==> src/rtl/sd_arb_pkg.sv <==
// ---------------------------------------------------------------------------
// sd_arb_pkg
// Shared definitions for the two-requester SD sector arbiter:
//   - N_REQ            : number of requesters sharing the SD emulation port
//   - TIMEOUT_DEFAULT  : default cycles allowed between command issue and the
//                        first synchronized sd_ack before the request aborts
//   - arb_state_t      : arbiter FSM state encoding
//   - grant_pick()     : round-robin winner selection
//   - req_onehot()     : requester index to one-hot busy/done/err vector
// ---------------------------------------------------------------------------
package sd_arb_pkg;

  localparam int N_REQ = 2;

  localparam logic [23:0] TIMEOUT_DEFAULT = 24'd12000000;

  localparam logic [23:0] CNT_MAX = 24'hFF_FFFF;

  typedef enum logic [1:0] {
    ST_IDLE  = 2'd0,
    ST_ISSUE = 2'd1,
    ST_XFER  = 2'd2,
    ST_DONE  = 2'd3
  } arb_state_t;

  // Round-robin pick among pending requesters. When both are pending the one
  // that did not win last time gets the port; otherwise the single pending
  // requester wins. Only meaningful when at least one bit of pending is set.
  function automatic logic grant_pick(input logic [N_REQ-1:0] pending,
                                      input logic             last_grant);
    logic winner;
    if (pending == 2'b11) begin
      winner = ~last_grant;
    end else begin
      winner = pending[1];
    end
    return winner;
  endfunction

  function automatic logic [N_REQ-1:0] req_onehot(input logic idx);
    logic [N_REQ-1:0] vec;
    vec = '0;
    vec[idx] = 1'b1;
    return vec;
  endfunction

endpackage

==> src/rtl/sd_sector_arbiter_sync2.sv <==
// ---------------------------------------------------------------------------
// sync2
// Two-flop synchronizer for the sd_ack flag coming from the SD emulation
// port. Both flops clear on reset so a stale acknowledge seen before reset
// cannot leak into the first command issued afterwards.
// Ports:
//   clk_sys  in  system clock
//   reset    in  synchronous active-high reset
//   d        in  asynchronous input
//   q        out synchronized copy of d, two clk_sys cycles later
// ---------------------------------------------------------------------------
module sync2 (
  input  logic clk_sys,
  input  logic reset,
  input  logic d,
  output logic q
);

  logic s1_reg;
  logic s2_reg;

  always_ff @(posedge clk_sys) begin
    if (reset) begin
      s1_reg <= 1'b0;
      s2_reg <= 1'b0;
    end else begin
      s1_reg <= d;
      s2_reg <= s1_reg;
    end
  end

  assign q = s2_reg;

endmodule

==> src/rtl/sd_sector_arbiter.sv <==
// ---------------------------------------------------------------------------
// sd_sector_arbiter
// Shares one SD emulation port between two sector-buffer requesters.
// A requester raises req_rd/req_wr (level); the arbiter grants round-robin,
// latches the sector address and direction, holds sd_rd or sd_wr until the
// synchronized acknowledge rises, waits for it to fall again, then pulses
// req_done. If no acknowledge arrives within TIMEOUT cycles the command is
// dropped and req_err pulses instead.
// Ports:
//   clk_sys              in   system clock, rising edge
//   reset                in   synchronous active-high reset
//   req_rd / req_wr      in   [1:0] per-requester read / write request
//   req_lba0 / req_lba1  in   [31:0] sector address per requester
//   req_din0 / req_din1  in   [7:0] write data per requester
//   req_busy             out  [1:0] one-hot, owner of the SD port
//   req_done / req_err   out  [1:0] one-cycle completion / timeout pulses
//   buff_wr / buff_rd    out  [1:0] data strobes routed to the owner
//   sd_lba               out  [31:0] latched sector address
//   sd_rd / sd_wr        out  command lines to the SD port
//   sd_ack               in   transfer-active flag (asynchronous)
//   sd_dout_strobe       in   read-data strobe from the SD port
//   sd_din_strobe        in   write-data strobe from the SD port
//   sd_din               out  [7:0] owner's write data
// ---------------------------------------------------------------------------
module sd_sector_arbiter
  import sd_arb_pkg::*;
#(
  parameter logic [23:0] TIMEOUT = TIMEOUT_DEFAULT
) (
  input  logic        clk_sys,
  input  logic        reset,
  input  logic [1:0]  req_rd,
  input  logic [1:0]  req_wr,
  input  logic [31:0] req_lba0,
  input  logic [31:0] req_lba1,
  input  logic [7:0]  req_din0,
  input  logic [7:0]  req_din1,
  output logic [1:0]  req_busy,
  output logic [1:0]  req_done,
  output logic [1:0]  req_err,
  output logic [1:0]  buff_wr,
  output logic [1:0]  buff_rd,
  output logic [31:0] sd_lba,
  output logic        sd_rd,
  output logic        sd_wr,
  input  logic        sd_ack,
  input  logic        sd_dout_strobe,
  input  logic        sd_din_strobe,
  output logic [7:0]  sd_din
);

  // -------------------------------------------------------------------------
  // Acknowledge synchronizer
  // -------------------------------------------------------------------------
  logic ack_s;

  sync2 u_sync_ack (
    .clk_sys (clk_sys),
    .reset   (reset),
    .d       (sd_ack),
    .q       (ack_s)
  );

  // -------------------------------------------------------------------------
  // State and registered outputs
  // -------------------------------------------------------------------------
  arb_state_t        state_reg,      state_next;
  logic              owner_reg,      owner_next;
  logic              last_grant_reg, last_grant_next;
  logic [23:0]       cnt_reg,        cnt_next;
  logic [31:0]       sd_lba_reg,     sd_lba_next;
  logic              sd_rd_reg,      sd_rd_next;
  logic              sd_wr_reg,      sd_wr_next;
  logic [N_REQ-1:0]  busy_reg,       busy_next;
  logic [N_REQ-1:0]  done_reg,       done_next;
  logic [N_REQ-1:0]  err_reg,        err_next;

  logic [N_REQ-1:0]  pending;
  logic              grant_sel;
  logic              timeout_hit;

  assign pending     = req_rd | req_wr;
  assign grant_sel   = grant_pick(pending, last_grant_reg);
  assign timeout_hit = (cnt_reg == (TIMEOUT - 24'd1));

  always_ff @(posedge clk_sys) begin
    if (reset) begin
      state_reg      <= ST_IDLE;
      owner_reg      <= 1'b0;
      last_grant_reg <= 1'b1;   // requester 0 wins the first contested grant
      cnt_reg        <= '0;
      sd_lba_reg     <= '0;
      sd_rd_reg      <= 1'b0;
      sd_wr_reg      <= 1'b0;
      busy_reg       <= '0;
      done_reg       <= '0;
      err_reg        <= '0;
    end else begin
      state_reg      <= state_next;
      owner_reg      <= owner_next;
      last_grant_reg <= last_grant_next;
      cnt_reg        <= cnt_next;
      sd_lba_reg     <= sd_lba_next;
      sd_rd_reg      <= sd_rd_next;
      sd_wr_reg      <= sd_wr_next;
      busy_reg       <= busy_next;
      done_reg       <= done_next;
      err_reg        <= err_next;
    end
  end

  // -------------------------------------------------------------------------
  // Next-state logic
  // -------------------------------------------------------------------------
  always_comb begin
    state_next      = state_reg;
    owner_next      = owner_reg;
    last_grant_next = last_grant_reg;
    cnt_next        = cnt_reg;
    sd_lba_next     = sd_lba_reg;
    sd_rd_next      = sd_rd_reg;
    sd_wr_next      = sd_wr_reg;
    busy_next       = busy_reg;
    done_next       = '0;       // pulses last exactly one cycle
    err_next        = '0;

    case (state_reg)
      ST_IDLE: begin
        if (pending != '0) begin
          // Grant: everything about the operation is captured here, so the
          // requester may drop its request right away without effect.
          owner_next  = grant_sel;
          sd_lba_next = grant_sel ? req_lba1 : req_lba0;
          // Write wins when a requester asserts both lines; the two command
          // lines are therefore mutually exclusive by construction.
          sd_wr_next  = req_wr[grant_sel];
          sd_rd_next  = ~req_wr[grant_sel];
          busy_next   = req_onehot(grant_sel);
          cnt_next    = '0;
          state_next  = ST_ISSUE;
        end
      end

      ST_ISSUE: begin
        if (ack_s) begin
          sd_rd_next = 1'b0;
          sd_wr_next = 1'b0;
          state_next = ST_XFER;
        end else if (timeout_hit) begin
          // Abort: report to the owner and release the port. last_grant is
          // left alone so an aborted requester does not lose its turn.
          sd_rd_next = 1'b0;
          sd_wr_next = 1'b0;
          err_next   = busy_reg;
          busy_next  = '0;
          state_next = ST_IDLE;
        end else if (cnt_reg != CNT_MAX) begin
          cnt_next = cnt_reg + 24'd1;
        end
      end

      ST_XFER: begin
        // The SD side may take arbitrarily long to move the sector.
        if (!ack_s) begin
          state_next = ST_DONE;
        end
      end

      ST_DONE: begin
        done_next       = busy_reg;
        busy_next       = '0;
        last_grant_next = owner_reg;
        state_next      = ST_IDLE;
      end

      default: begin
        state_next = ST_IDLE;
      end
    endcase
  end

  // -------------------------------------------------------------------------
  // Outputs
  // -------------------------------------------------------------------------
  assign req_busy = busy_reg;
  assign req_done = done_reg;
  assign req_err  = err_reg;
  assign sd_lba   = sd_lba_reg;
  assign sd_rd    = sd_rd_reg;
  assign sd_wr    = sd_wr_reg;

  // Data strobes go straight through to whoever owns the port; busy is all
  // zero when idle so nothing leaks to either buffer.
  assign buff_wr  = {N_REQ{sd_dout_strobe}} & busy_reg;
  assign buff_rd  = {N_REQ{sd_din_strobe}}  & busy_reg;

  // Requester 0's data is presented whenever requester 1 does not own the port.
  assign sd_din   = busy_reg[1] ? req_din1 : req_din0;

endmodule
==> config.mk <==
export PLATFORM = sky130hd
export DESIGN_NAME = sd_sector_arbiter
export DESIGN_NICKNAME = d
export VERILOG_FILES = /design/src/rtl/sd_arb_pkg.sv /design/src/rtl/sd_sector_arbiter_sync2.sv /design/src/rtl/sd_sector_arbiter.sv
export SDC_FILE = /design/constraint.sdc
export NUM_CORES = 1
export LEC_CHECK = 0
export CAP_MARGIN = 0
export CORE_MARGIN = 2
export CORE_UTILIZATION = 30
export DETAILED_ROUTE_END_ITERATION = 10
export PLACE_DENSITY = 0.7
export SLEW_MARGIN = 25
export SYNTH_ARGS = -nofsm -noshare
export SYNTH_HDL_FRONTEND = slang
export SYNTH_SLANG_ARGS = --single-unit
==> constraint.sdc <==
create_clock -name clk_sys -period 2.83 [get_ports clk_sys]
set_clock_uncertainty 0.05 [all_clocks]
set_input_delay 0.566 -clock clk_sys [delete_from_list [all_inputs] [get_ports clk_sys]]
set_output_delay 0.566 -clock clk_sys [all_outputs]
set_load 0.005 [all_outputs]
Yosys cells after proc, flatten, opt, wreduce, memory -nomap -nowiden
Index checks and enable logic that the tools add are counted.
{"block": "totals", "reg_bits": 70, "input_bits": 89, "out_inout_bits": 52, "elab_cells": 74}
{"block": "classes", "addsub": 1, "order_cmp": 2, "n_eq_ne": 13, "mux": 26, "n_bitwise": 8, "n_reduce_logical": 12}
{"cell": "$mux 24", "count": 4}
{"cell": "$pmux 24 s2", "count": 1}
{"cell": "$mux 32", "count": 1}
{"cell": "$add 24x1->24 const B", "count": 1}
{"cell": "$eq 24x24->1 const B", "count": 1}
{"cell": "$ne 24x24->1 const B", "count": 1}
{"cell": "$mux 2", "count": 6}
{"cell": "$ne 2x2->1 const B", "count": 6}
{"cell": "$mux 1", "count": 8}
{"cell": "$mux 8", "count": 1}
{"cell": "$pmux 2 s4", "count": 1}
{"cell": "$eq 2x2->1 const B", "count": 3}
{"cell": "$pmux 2 s3", "count": 1}
{"cell": "$reduce_and 3->1", "count": 2}
{"cell": "$not 1->1", "count": 5}
{"cell": "$reduce_and 5->1", "count": 1}
{"cell": "$and 2x2->2", "count": 2}
{"cell": "$pmux 1 s2", "count": 2}
{"cell": "$reduce_and 4->1", "count": 1}
{"cell": "$reduce_bool 2->1", "count": 2}
{"cell": "$reduce_or 4->1", "count": 1}
{"cell": "$ne 3x2->1 const B", "count": 1}
{"cell": "$reduce_bool 3->1", "count": 1}
{"cell": "$eq 2x1->1 const B", "count": 1}
{"cell": "8 further kinds", "count": 8}

Depth between registers and ports, before layout
{"block": "logic_depth", "ltp_word": 9, "ltp_mapped": 9, "mapped_depth_nobuf": 7}

Hierarchy
A second synthesis with hierarchy kept.
{"block": "hier_totals", "hier_cells": 407, "hier_area_um2": 3597.2}
{"mod": "sd_sector_arbiter", "n_inst": 1, "cells_per_inst": 403, "area_each_um2": 3544.6, "seq_area_each_um2": 1361.3}
{"mod": "sync2", "n_inst": 1, "cells_per_inst": 4, "area_each_um2": 52.6, "seq_area_each_um2": 40.0}

Worst setup path before layout
No wires, ideal clock.
{"block": "synth_timing", "kind": "reg-to-reg", "start": "register cnt_reg[19]", "end": "register cnt_reg[5]", "setup_time_ns": 0.133, "arrival_ns": 2.017, "required_ns": 2.647, "path_slack_ns": 0.630, "path_stages_with_launch": 9, "path_buffers": 2, "period_less_slack_ns": 2.200, "path_cell_list": "dfxtp_1 > nand4_2 > or3_1 > or4_1 > buf_2 > and2_4 > buf_6 > a31oi_1 > a211oi_2"}
{"block": "synth_between", "elab_chain_cells": 3, "elab_cells_between_ends": 5, "cone_classes": "eq/ne: 4; reduce/logical: 1"}
{"element": "start: declaration", "line_no": "sd_sector_arbiter.sv:70", "text": "logic [23:0] cnt_reg, cnt_next;"}
{"element": "start signal: assignment", "line_no": "sd_sector_arbiter.sv:102", "text": "cnt_reg <= cnt_next;"}
{"element": "$ne 24x24->1 / $eq 24x24->1 (equally long branches)", "line_no": "sd_sector_arbiter.sv:157, sd_sector_arbiter.sv:84"}
{"element": "$ne 2x2->1 (no line)"}
{"element": "$reduce_and 5->1 (no line) *"}
Every way passes the cells marked *; elsewhere a longest branch is shown, timed or not.
A chain may end at the register's enable or synchronous reset.

Final worst setup path
{"block": "layout_timing", "start": "register cnt_reg[19]", "end": "register cnt_reg[21]"}
{"block": "layout_between", "elab_chain_cells": 5, "elab_cells_between_ends": 10, "cone_classes": "add/sub: 1; eq/ne: 4; mux: 4; reduce/logical: 1"}
{"element": "$add 24x1->24", "line_no": "sd_sector_arbiter.sv:158", "text": "cnt_next = cnt_reg + 24'd1;"}
{"element": "$mux 24", "line_no": "sd_sector_arbiter.sv:157", "text": "end else if (cnt_reg != CNT_MAX) begin"}
{"element": "$mux 24", "line_no": "sd_sector_arbiter.sv:149", "text": "end else if (timeout_hit) begin"}
{"element": "$mux 24", "line_no": "sd_sector_arbiter.sv:145", "text": "if (ack_s) begin"}
{"element": "$pmux 24 s2", "line_no": "sd_sector_arbiter.sv:127", "text": "case (state_reg)"}
Several ways; a longest one is shown, not always the timed one. The select of a mux whose other input is x is not followed.

==> metrics <==
pwr dens slightly above 500 nW/µm²; Cells after DPL roughly 650; Placer Congestion 0.8332; crit path to cnt_reg[21]$_SDFFE_PP0P_; met2 routed WL ~5.0 mm; Data required, critical path 3.01 ns; CTS Root Cell clkbuf_16; period utilization 89.39%; CP startpoint cnt_reg[19]$_SDFFE_PP0P_; initial cell density of the core between 30 and 40%; synth-to-layout area growth 54.21%; reg2reg start cnt_reg[19]$_SDFFE_PP0P_; Netlist cell types 50; sequential element share of the synthesized area around two fifths; Mapped Area about 3400 µm²; ANT cells 0; HP Class reg2reg; reg2reg end cnt_reg[21]$_SDFFE_PP0P_; Yosys warning count 0; Sink Count 70; Crit. End Element register; fin area between 5000 and 6000 µm²; total negative slack 0 ns; syn avg cell area ~9 µm²; layout cells sized above 1 8.318%; Async SR Flop Fraction 0%; LEAKAGE 2.025 nW; initial antenna violation count 0; Slew headroom just under 60%; DRT iter0 DRCs 198; first-pass GRT wire length between 15 and 20 mm; register area between 1000 and 1500 µm²; Die W roughly 110 µm; maximum vdd ir drop roughly 0.36 mV; DP HPWL 7.618 mm; Max Cap Viol 0; Util after Layout roughly 48%; die height about 110 µm; endpoints failing setup 0; status finished, final reports clean; Setup crit start kind register; ys flop type dfxtp_1; metal3 WL about 970 µm; Fmax roughly 0.40 GHz; flop-to-flop setup slack around 0.3 ns; clock buffer depth 2; Post-CTS Resized 0; max-slew violation count 0; H-Tree Level Count 3; vias in the first global route around 3500; I/O Pins 141; Layout Cells excl Fill 669; Largest register FFs 32; Period minus WS final around 2.5 ns; #FFs+latches synth 70; total congestion overflow 0; critical path class reg2reg; Filler cells 1017; GRT Total Usage 16.64%; DP Area about 5000 µm²; RSZ-0062 raised after global routing no; Synth Instances roughly 390; CP max FO 10; Hold Violations, Final 0; core area between 10000 and 15000 µm²; worst r2r path cells 6; hold_buf cts 0; post-CTS setup buffer count 0; Clk Latency, worst-skew pair between 0.3 and 0.4 ns; via count 3510; Multi-input gate area between 1500 and 2000 µm²; remaining antenna violation count after routing 0; Worst-Margin Slew around 0.62 ns; Met1 Routed Length 4.086 mm; CTS tree built; DRT Pass-1 Iters 5; Worst Path Arrival around 2.7 ns; die area roughly 12000 µm²; Synthesized Nets 481; Row Count 38; WL/cell 15.17 µm; TritonCTS buffer count 9; DRC Markers 0; Reg clk slew, reported paths 0.06 ns; highest routed layer met4; post-DR vias/cell between 5 and 6; maximum number of pins on one net before global-route repair between 60 and 70; total wire length 10.15 mm; # nets final 614; EDFF count, synth 0; # port buffers 140
worst max-delay path, stage by stage (launching register included):
cell	delay (ns)
dfxtp_1	0.43
nand4_2	0.15
or3_1	0.38
or4_1	0.71
nand2_2	0.26
nand2_2	0.16
a311oi_1	0.30
layer usage:
metal,up-vias,global-route usage [%]
met5,-,0
met4,0,5.167
met3,14,6.069
met2,161,28.02
met1,1611,19.76
li1,1724,-
through the flow:
| stage | setup WS, ns | total power [mW] | hold slack [ns] |
|---|---|---|---|
| finish | 0.3003 | 2.697 | 0.4002 |
| floorplan | 0.6304 | 1.317 | 0.3638 |
| global placement | 0.3295 | 1.623 | 0.3785 |
| global route | 0.1433 | 2.811 | 0.4331 |
| CTS | 0.3112 | 2.722 | 0.4056 |
| detailed placement | 0.2076 | 1.632 | 0.3851 |
cells in the final DEF (no fill, tap or decap), drive strengths merged, types with 8 or more instances in the layout:
cell type,n
nor2,53
or3,8
a21oi,21
clkdlybuf4s50,139
o21ai,15
buf,8
a211oi,35
mux2i,33
mux2,9
nand2,20
nand3,14
clkbuf,11
a31oi,9
dfxtp,70
where the power goes:
part	switching [mW]	internal, mW	total [mW]	leakage [nW]
Sequential	0.0397	1.04	1.08	0.574
Clock	0.438	0.648	1.09	0.146
Combinational	0.213	0.313	0.527	1.30
Total	0.691	2.01	2.70	2.03
Yosys cell counts (all sizes together), types with 2 or more instances:
library cell / count / area [µm²]
a211oi: 35 / 267.8
a21o: 4 / 30.03
a21oi: 21 / 116.4
a311oi: 5 / 43.79
a31o: 3 / 26.28
a31oi: 9 / 56.30
a41oi: 4 / 42.55
and2: 7 / 46.30
and3: 5 / 31.28
and4: 2 / 17.52
buf: 5 / 28.78
clkbuf: 20 / 75.07
dfxtp: 70 / 1401
inv: 5 / 18.77
mux2: 9 / 101.4
mux2i: 33 / 330.3
nand2: 20 / 80.07
nand2b: 3 / 18.77
nand3: 14 / 70.07
nand3b: 2 / 15.01
nand4: 4 / 31.28
nor2: 53 / 198.9
nor2b: 6 / 37.54
nor3: 7 / 35.03
nor3b: 4 / 30.03
nor4: 3 / 18.77
o21ai: 15 / 75.07
o31ai: 2 / 15.01
or3: 8 / 50.05
or4: 4 / 30.03
final cells by class:
cell class / instances / area share, %
Sequential cell: 70 / 26.57
Multi-Input combinational cell: 291 / 36.27
Tap cell: 140 / 3.321
Timing Repair Buffer: 147 / 27.94
Clock buffer: 11 / 4.791
Inverter: 5 / 0.3558
Clock inverter: 5 / 0.7590
cells by family (layout without fill, tap and decap cells):
| family | count (synthesis) | after routing | synth area share (%) |
|---|---|---|---|
| multiplexers | 42 | 42 | 12.62 |
| buffers and inverters | 30 | 168 | 3.585 |
| AND/OR/NAND/NOR | 144 | 144 | 21.21 |
| flip-flops | 70 | 70 | 40.97 |
| adder cells (fa/ha/maj) | 1 | 1 | 0.3657 |
| AO/OA/AOI/OAI | 104 | 104 | 21.25 |
worst min path at each step:
| stage | slack (ns) | start | cells after the start | endpoint |
|---|---|---|---|---|
| 4_1_cts | 0.41 | u_sync_ack.s1_reg$_SDFF_PP0_ | 1 | u_sync_ack.q$_SDFF_PP0_ |
| 2_1_floorplan | 0.36 | u_sync_ack.s1_reg$_SDFF_PP0_ | 1 | u_sync_ack.q$_SDFF_PP0_ |
| 3_3_place_gp | 0.38 | u_sync_ack.s1_reg$_SDFF_PP0_ | 1 | u_sync_ack.q$_SDFF_PP0_ |
| 3_5_place_dp | 0.39 | u_sync_ack.s1_reg$_SDFF_PP0_ | 1 | u_sync_ack.q$_SDFF_PP0_ |
| 6_report | 0.40 | u_sync_ack.s1_reg$_SDFF_PP0_ | 1 | u_sync_ack.q$_SDFF_PP0_ |
| 5_1_grt | 0.43 | u_sync_ack.s1_reg$_SDFF_PP0_ | 1 | u_sync_ack.q$_SDFF_PP0_ |
Note: power is estimated with default switching activity, not from simulation.
